[config.mk]
export PLATFORM = sky130hd
export DESIGN_NAME = xnor3_bist_sequencer_flat
export DESIGN_NICKNAME = d
export VERILOG_FILES = /design/src/rtl/xnor3_bist_sequencer_if.sv /design/src/rtl/xnor3_bist_sequencer.sv /design/src/flat_wrapper.sv
export SDC_FILE = /design/constraint.sdc
export NUM_CORES = 1
export LEC_CHECK = 0
export BUFFER_PORTS_ARGS = -buffer_cell sky130_fd_sc_hd__buf_2
export CAP_MARGIN = 20
export CELL_PAD_IN_SITES_DETAIL_PLACEMENT = 1
export CELL_PAD_IN_SITES_GLOBAL_PLACEMENT = 1
export CORE_MARGIN = 2
export CORE_UTILIZATION = 35
export CTS_CLUSTER_SIZE = 24
export DETAILED_ROUTE_END_ITERATION = 10
export MAX_ROUTING_LAYER = met4
export PLACE_DENSITY = 0.68
export SYNTH_ARGS = -nofsm -noshare
export SYNTH_HDL_FRONTEND = slang
export SYNTH_SLANG_ARGS = --single-unit
export TNS_END_PERCENT = 1
[constraint.sdc]
create_clock -name clk -period 1.6 [get_ports clk]
set_input_delay 0.08 -clock clk [delete_from_list [all_inputs] [get_ports clk]]
set_output_delay 0.08 -clock clk [all_outputs]
set_load 0.005 [all_outputs]
[src/rtl/xnor3_bist_sequencer_if.sv]
// ============================================================================
// Module      : xnor3_bist_sequencer_if
// Description : Control/result and gate-under-test signals of the XNOR3 BIST
//               sequencer, with master (sequencer) and slave (environment) views.
// Revision    : 1.0 - initial release
// ============================================================================
`default_nettype none

interface xnor3_bist_sequencer_if;
    logic       start;
    logic       gate_out;
    logic       first;
    logic       second;
    logic       third;
    logic       busy;
    logic       done;
    logic       pass;
    logic [3:0] err_count;
    logic [2:0] fail_vec;
    logic       fail_valid;

    modport master (
        input  start,
        input  gate_out,
        output first,
        output second,
        output third,
        output busy,
        output done,
        output pass,
        output err_count,
        output fail_vec,
        output fail_valid
    );

    modport slave (
        output start,
        output gate_out,
        input  first,
        input  second,
        input  third,
        input  busy,
        input  done,
        input  pass,
        input  err_count,
        input  fail_vec,
        input  fail_valid
    );
endinterface

`default_nettype wire

[src/rtl/xnor3_bist_sequencer.sv]
// ============================================================================
// Module      : xnor3_bist_sequencer
// Description : Walks all 8 vectors into a 3-input XNOR gate, checks each
//               result and reports pass/fail, error count and first failure.
//               Optional macro XNOR3_BIST_STOP_ON_FAIL_EN ends the run at the
//               first mismatching vector.
// Revision    : 1.0 - initial release
// ============================================================================
`default_nettype none

module xnor3_bist_sequencer #(
    parameter int SETTLE_CYCLES = 2
) (
    input  wire logic              clk,
    input  wire logic              reset,
    xnor3_bist_sequencer_if.master bus
);

    localparam logic [3:0] c_WAIT_LAST = 4'(SETTLE_CYCLES - 1);
    localparam logic [2:0] c_VEC_LAST  = 3'd7;

    typedef enum logic [1:0] {
        S_IDLE  = 2'd0,
        S_DRIVE = 2'd1,
        S_CHECK = 2'd2,
        S_DONE  = 2'd3
    } state_t;

    state_t     r_state;
    logic [2:0] r_vec;
    logic [3:0] r_wcnt;
    logic [3:0] r_err;
    logic [2:0] r_fvec;
    logic       r_fvalid;
    logic       r_pass;
    logic       r_done;
    logic       r_busy;
    logic [2:0] r_gate;

    state_t     w_state_n;
    logic [2:0] w_vec_n;
    logic [3:0] w_wcnt_n;
    logic [3:0] w_err_n;
    logic [2:0] w_fvec_n;
    logic       w_fvalid_n;
    logic       w_pass_n;
    logic       w_drive_n;
    logic [2:0] w_gate_n;
    logic       w_exp;
    logic       w_mismatch;

    assign w_exp      = ~(r_vec[2] ^ r_vec[1] ^ r_vec[0]);
    assign w_mismatch = (bus.gate_out != w_exp);

    always_ff @(posedge clk) begin
        if (reset) begin
            r_state  <= S_IDLE;
            r_vec    <= 3'd0;
            r_wcnt   <= 4'd0;
            r_err    <= 4'd0;
            r_fvec   <= 3'd0;
            r_fvalid <= 1'b0;
            r_pass   <= 1'b0;
            r_done   <= 1'b0;
            r_busy   <= 1'b0;
            r_gate   <= 3'd0;
        end else begin
            r_state  <= w_state_n;
            r_vec    <= w_vec_n;
            r_wcnt   <= w_wcnt_n;
            r_err    <= w_err_n;
            r_fvec   <= w_fvec_n;
            r_fvalid <= w_fvalid_n;
            r_pass   <= w_pass_n;
            r_done   <= (w_state_n == S_DONE);
            r_busy   <= w_drive_n;
            r_gate   <= w_gate_n;
        end
    end

    always_comb begin
        w_state_n  = r_state;
        w_vec_n    = r_vec;
        w_wcnt_n   = r_wcnt;
        w_err_n    = r_err;
        w_fvec_n   = r_fvec;
        w_fvalid_n = r_fvalid;
        w_pass_n   = r_pass;

        case (r_state)
            S_IDLE: begin
                if (bus.start) begin
                    w_state_n  = S_DRIVE;
                    w_vec_n    = 3'd0;
                    w_wcnt_n   = 4'd0;
                    w_err_n    = 4'd0;
                    w_fvec_n   = 3'd0;
                    w_fvalid_n = 1'b0;
                    w_pass_n   = 1'b0;
                end
            end

            S_DRIVE: begin
                w_wcnt_n = r_wcnt + 4'd1;
                if (r_wcnt == c_WAIT_LAST) begin
                    w_state_n = S_CHECK;
                end
            end

            S_CHECK: begin
                if (w_mismatch) begin
                    w_err_n = r_err + 4'd1;
                    if (!r_fvalid) begin
                        w_fvec_n   = r_vec;
                        w_fvalid_n = 1'b1;
                    end
                end
`ifdef XNOR3_BIST_STOP_ON_FAIL_EN
                if (w_mismatch || (r_vec == c_VEC_LAST)) begin
`else
                if (r_vec == c_VEC_LAST) begin
`endif
                    w_state_n = S_DONE;
                    // pass must reflect a mismatch found in this very CHECK
                    w_pass_n  = (w_err_n == 4'd0);
                end else begin
                    w_state_n = S_DRIVE;
                    w_vec_n   = r_vec + 3'd1;
                    w_wcnt_n  = 4'd0;
                end
            end

            S_DONE: begin
                w_state_n = S_IDLE;
            end

            default: begin
                w_state_n = S_IDLE;
            end
        endcase

        // Outputs are registered from the next state so they line up with it
        w_drive_n = (w_state_n == S_DRIVE) || (w_state_n == S_CHECK);
        w_gate_n  = w_drive_n ? w_vec_n : 3'd0;
    end

    assign bus.first      = r_gate[2];
    assign bus.second     = r_gate[1];
    assign bus.third      = r_gate[0];
    assign bus.busy       = r_busy;
    assign bus.done       = r_done;
    assign bus.pass       = r_pass;
    assign bus.err_count  = r_err;
    assign bus.fail_vec   = r_fvec;
    assign bus.fail_valid = r_fvalid;

endmodule

`default_nettype wire

[src/flat_wrapper.sv]
// flat-port wrapper written by rule: the top's interface ports become plain ports
module xnor3_bist_sequencer_flat 
#(
    parameter int SETTLE_CYCLES = 2
)
  (clk, reset, bus_start, bus_gate_out, bus_first, bus_second, bus_third, bus_busy, bus_done, bus_pass, bus_err_count, bus_fail_vec, bus_fail_valid);
  xnor3_bist_sequencer_if bus_i ();
  input  wire logic clk;
  input  wire logic reset;
  input wire logic [$bits(bus_i.start)-1:0] bus_start;
  input wire logic [$bits(bus_i.gate_out)-1:0] bus_gate_out;
  output wire logic [$bits(bus_i.first)-1:0] bus_first;
  output wire logic [$bits(bus_i.second)-1:0] bus_second;
  output wire logic [$bits(bus_i.third)-1:0] bus_third;
  output wire logic [$bits(bus_i.busy)-1:0] bus_busy;
  output wire logic [$bits(bus_i.done)-1:0] bus_done;
  output wire logic [$bits(bus_i.pass)-1:0] bus_pass;
  output wire logic [$bits(bus_i.err_count)-1:0] bus_err_count;
  output wire logic [$bits(bus_i.fail_vec)-1:0] bus_fail_vec;
  output wire logic [$bits(bus_i.fail_valid)-1:0] bus_fail_valid;
  assign bus_i.start = bus_start;
  assign bus_i.gate_out = bus_gate_out;
  assign bus_first = bus_i.first;
  assign bus_second = bus_i.second;
  assign bus_third = bus_i.third;
  assign bus_busy = bus_i.busy;
  assign bus_done = bus_i.done;
  assign bus_pass = bus_i.pass;
  assign bus_err_count = bus_i.err_count;
  assign bus_fail_vec = bus_i.fail_vec;
  assign bus_fail_valid = bus_i.fail_valid;
  xnor3_bist_sequencer #(.SETTLE_CYCLES(SETTLE_CYCLES)) u_core (.clk(clk), .reset(reset), .bus(bus_i));
endmodule
==> impl_summary.txt <==
----------------------------------------------------
[Run status]
  Result of the run ... completed

[Place]
  Half-perimeter wire length of the detailed placement result ... 2.055 mm
  Global placer's final weighted congestion ... 0.8463
  Placed cells ... 199
  Number of port buffers ... 17
  Post-placement worst setup slack ... -0.01485 ns

[Clocking]
  Worst-path clk slew ... 0.12 ns
  TritonCTS clock tree ... done
  Postcts setup bufs ... 0
  Bufs on Longest Clock Path ... 2
  Post-CTS Hold Buffers ... 0
  Clock latency at the later pin of the worst-skew pair ... 0.30 ns
  Maximum level of the CTS H-tree ... 1
  Num Clock Sinks ... 23
  Num CTS Buffers ... 3
  Buffer type at the clock tree root ... sky130_fd_sc_hd__clkbuf_4

[Routing]
  Number of design rule violations left after detail routing ... 0
  Met2 routed WL ... 1.324 mm
  Drt via density ... 4.975
  1st-pass router iterations ... 4
  Via count ... 1010
  Top sig layer ... met4
  DR WL/cell ... 13.12 um
  Met1 layer wirelength in the final routing ... 1.244 mm
  DRC marker count from the first detailed-route iteration ... 68
  Number of nets with antenna violations after detailed routing ... 0
  Routed Wire Length ... 2.663 mm
  Met3 WL ... 73 um

[Cells and area]
  # nets final ... 169
  Number of standard cells in the layout, taps in and fillers out ... 203
  Layout Area Growth over Synthesis ... 22.71%
  Number of inserted filler cells in the final layout ... 395
  Ant diodes ... 0
  Layout cell share with drive strength beyond 1 ... 0.2767

[Worst setup path]
  Required time at the endpoint of the critical path ... 1.83 ns
  Signal arrival time at the worst endpoint ... 1.77 ns
  Highest net fanout along the worst path ... 9
  Kind of start point of the critical path ... flop
  Setup Crit Path Kind ... flop to flop
  Crit. End Element ... flop
  Number of cells on the worst reg-to-reg path ... 6

[Global route]
  Largest net degree at the start of global routing ... 22
  Remaining global-route overflow ... 0
  Total routing resource utilization after global routing ... 0.1720
  Global-route wire length before repair ... 4.526 mm
  Antenna violations before repair ... 0
  Vias in the first global route ... 1010

[Flow run]
  Total of max-cap violations ... 0

[Timing]
  Slew HR ... 0.7324
  RSZ-0062 raised after global routing ... yes
  Setup Skew ... 0.001977 ns
  Minimum period implied by the final worst setup slack ... 1.542 ns
  Slew of the pin with the lowest slew margin ... 0.4014 ns
  Period utilisation layout ... 0.9638
  Number of setup violations in the final report ... 0
  Final critical-path setup slack ... 0.05798 ns
  Highest Clock Rate ... 648.5 MHz
  Final-report hold violation count ... 0
  Final Max Slew Viols ... 0

[Floorplan]
  Core area ... 3053 um2
  Die width ... 60.53 um
  Number of core rows ... 20
  Initial Util ... 0.3664
  Top Ports ... 18
  Die area ... 3664 um2
  Die height ... 60.53 um

[Yosys]
  Synthesized netlist cell count ... 132
  Distinct cell type count of the synthesized netlist ... 31
  Syn. warnings ... 0
  Sequential area share after synthesis ... 0.4116
  #FFs+latches synth ... 23
  Synthesized cell area ... 1119 um2
  Mapped Avg Cell Area ... 8.474 um2
  Post-Synthesis Net Count ... 141

[Min path]
  Worst min path class ... input pin to flop
  Hold Crit Depth ... 4

[Power and ir drop]
  Peak VDD IR ... 0.0003589 V
  Leak ... 0.5743 nW
  P per Cell Area ... 716.8 nW/um2

----------------------------------------------------
==> metal layers <==
layer | up-vias | track usage
met1 | 470 | 0.2016
met4 | 0 | 0.05901
met3 | 2 | 0.01919
li1 | 518 | -
met2 | 20 | 0.3043
met5 | - | -
==> flip-flops by register name, indices dropped and copies added (netlist names) <==
name / flops
u_core.bus.fail_valid: 1
u_core.r_wcnt: 4
u_core.bus.busy: 1
u_core.bus.fail_vec: 3
u_core.bus.pass: 1
u_core.bus.err_count: 4
u_core.r_vec: 3
u_core.r_gate: 3
u_core.bus.done: 1
u_core.r_state: 2
==> layout make-up <==
class / instances / area [um2] / area share
Multi-Input combinational cell: 99 / 638.1 / 0.4649
Tap cell: 44 / 55.05 / 0.04011
Clock buffer: 4 / 26.28 / 0.01914
Sequential cell: 23 / 470.5 / 0.3428
Timing Repair Buffer: 27 / 160.2 / 0.1167
Inverter: 6 / 22.52 / 0.01641
==> final timing paths <==
path,startpoint,end,slack [ns]
worst max-delay path,u_core.r_vec[0]$_SDFF_PP0_,u_core.bus.pass$_SDFFE_PP0P_,0.06
worst min-delay path,bus_start,u_core.bus.fail_valid$_SDFFE_PP0P_,0.15
worst max register to register,u_core.r_vec[0]$_SDFF_PP0_,u_core.bus.pass$_SDFFE_PP0P_,0.06
worst min register to register,u_core.bus.fail_vec[2]$_SDFFE_PP0P_,u_core.bus.fail_vec[2]$_SDFFE_PP0P_,0.46
==> cell usage after synthesis <==
cell / count / area, um2
sky130_fd_sc_hd__or2_2: 1 / 6.260
sky130_fd_sc_hd__a21oi_1: 10 / 50.05
sky130_fd_sc_hd__mux2_2: 1 / 11.26
sky130_fd_sc_hd__o22ai_1: 2 / 12.51
sky130_fd_sc_hd__o22a_1: 1 / 8.760
sky130_fd_sc_hd__a41oi_1: 1 / 8.760
sky130_fd_sc_hd__ha_1: 5 / 62.56
sky130_fd_sc_hd__o32ai_1: 4 / 35.03
sky130_fd_sc_hd__a211o_1: 1 / 8.760
sky130_fd_sc_hd__nand4_1: 3 / 18.77
sky130_fd_sc_hd__xor2_1: 2 / 17.52
sky130_fd_sc_hd__clkbuf_1: 4 / 15.01
sky130_fd_sc_hd__a21o_1: 1 / 7.510
sky130_fd_sc_hd__nor3_1: 3 / 15.01
sky130_fd_sc_hd__nor3_2: 1 / 10.01
sky130_fd_sc_hd__xnor2_1: 2 / 17.52
sky130_fd_sc_hd__and3_1: 1 / 6.260
sky130_fd_sc_hd__nand4b_1: 1 / 8.760
sky130_fd_sc_hd__o21ai_0: 5 / 25.02
sky130_fd_sc_hd__nor2b_1: 5 / 31.28
sky130_fd_sc_hd__inv_1: 6 / 22.52
sky130_fd_sc_hd__nand3b_1: 1 / 7.510
sky130_fd_sc_hd__a22oi_1: 4 / 30.03
sky130_fd_sc_hd__nand2_1: 11 / 41.29
sky130_fd_sc_hd__o32a_1: 1 / 10.01
sky130_fd_sc_hd__dfxtp_1: 23 / 460.4
sky130_fd_sc_hd__xor2_2: 2 / 32.53
sky130_fd_sc_hd__nand2b_1: 5 / 31.28
sky130_fd_sc_hd__a31oi_1: 1 / 6.260
sky130_fd_sc_hd__nor2_1: 20 / 75.07
sky130_fd_sc_hd__and2_1: 4 / 25.02
==> critical path: stages (launching register included) <==
cell                      delay, ns
sky130_fd_sc_hd__dfxtp_4       0.39
sky130_fd_sc_hd__xor2_2        0.21
sky130_fd_sc_hd__xor2_2        0.18
sky130_fd_sc_hd__buf_4         0.17
sky130_fd_sc_hd__a211o_1       0.29
sky130_fd_sc_hd__and3_1        0.14
sky130_fd_sc_hd__o32ai_1       0.09
==> kinds of logic after synthesis <==
family                   after synthesis  synth area share
buffers and inverters                 10           0.03355
AND/OR/NAND/NOR                       56            0.2472
XOR/XNOR                               6           0.06041
AO/OA/AOI/OAI                         31            0.1812
adder cells (fa/ha/maj)                5           0.05593
flip-flops                            23            0.4116
multiplexers                           1           0.01007
==> power by group <==
group / total (W) / internal [W] / switching [W] / leakage (nW)
registers: 0.000595 / 0.000582 / 0.0000128 / 0.189
clock network: 0.000265 / 0.0000972 / 0.000168 / 0.0150
logic: 0.000123 / 0.0000538 / 0.0000697 / 0.370
total: 0.000984 / 0.000733 / 0.000251 / 0.574
==> through the flow <==
step / instance area, um2 / util / setup TNS (ns) / total power [W] / hold WS, ns
6_report: 1373 / 0.4496 / 0 / 0.0009839 / 0.1472
4_1_cts: 1346 / 0.4410 / 0 / 0.001000 / 0.1479
2_1_floorplan: 1119 / - / 0 / 0.0006816 / 0.2103
3_3_place_gp: 1319 / 0.4320 / 0 / 0.0007241 / 0.4378
5_1_grt: 1373 / 0.4496 / -0.01975 / 0.001047 / 0.1639
3_5_place_dp: 1319 / 0.4320 / -0.03781 / 0.0007301 / 0.4417
==> layout by cell type (no fill, tap or decap), types with 2 or more instances in the layout <==
cell,synthesis,routed
sky130_fd_sc_hd__a21oi_1,10,10
sky130_fd_sc_hd__a22oi_1,4,4
sky130_fd_sc_hd__and2_1,4,4
sky130_fd_sc_hd__buf_2,0,17
sky130_fd_sc_hd__buf_4,0,10
sky130_fd_sc_hd__clkbuf_4,0,3
sky130_fd_sc_hd__dfxtp_1,23,17
sky130_fd_sc_hd__dfxtp_2,0,5
sky130_fd_sc_hd__ha_1,5,5
sky130_fd_sc_hd__inv_1,6,6
sky130_fd_sc_hd__nand2_1,11,10
sky130_fd_sc_hd__nand2b_1,5,5
sky130_fd_sc_hd__nand4_1,3,3
sky130_fd_sc_hd__nor2_1,20,20
sky130_fd_sc_hd__nor2b_1,5,5
sky130_fd_sc_hd__nor3_1,3,3
sky130_fd_sc_hd__o21ai_0,5,4
sky130_fd_sc_hd__o22ai_1,2,2
sky130_fd_sc_hd__o32ai_1,4,3
sky130_fd_sc_hd__xor2_1,2,2
sky130_fd_sc_hd__xor2_2,2,2
==> what timing repair did <==
action | in CTS | in global routing
setup endpoints to repair | 4 | 9
gates resized for setup | 2 | 9
pin swaps | 0 | 0
No activity file was read; power rests on OpenSTA's default activity.
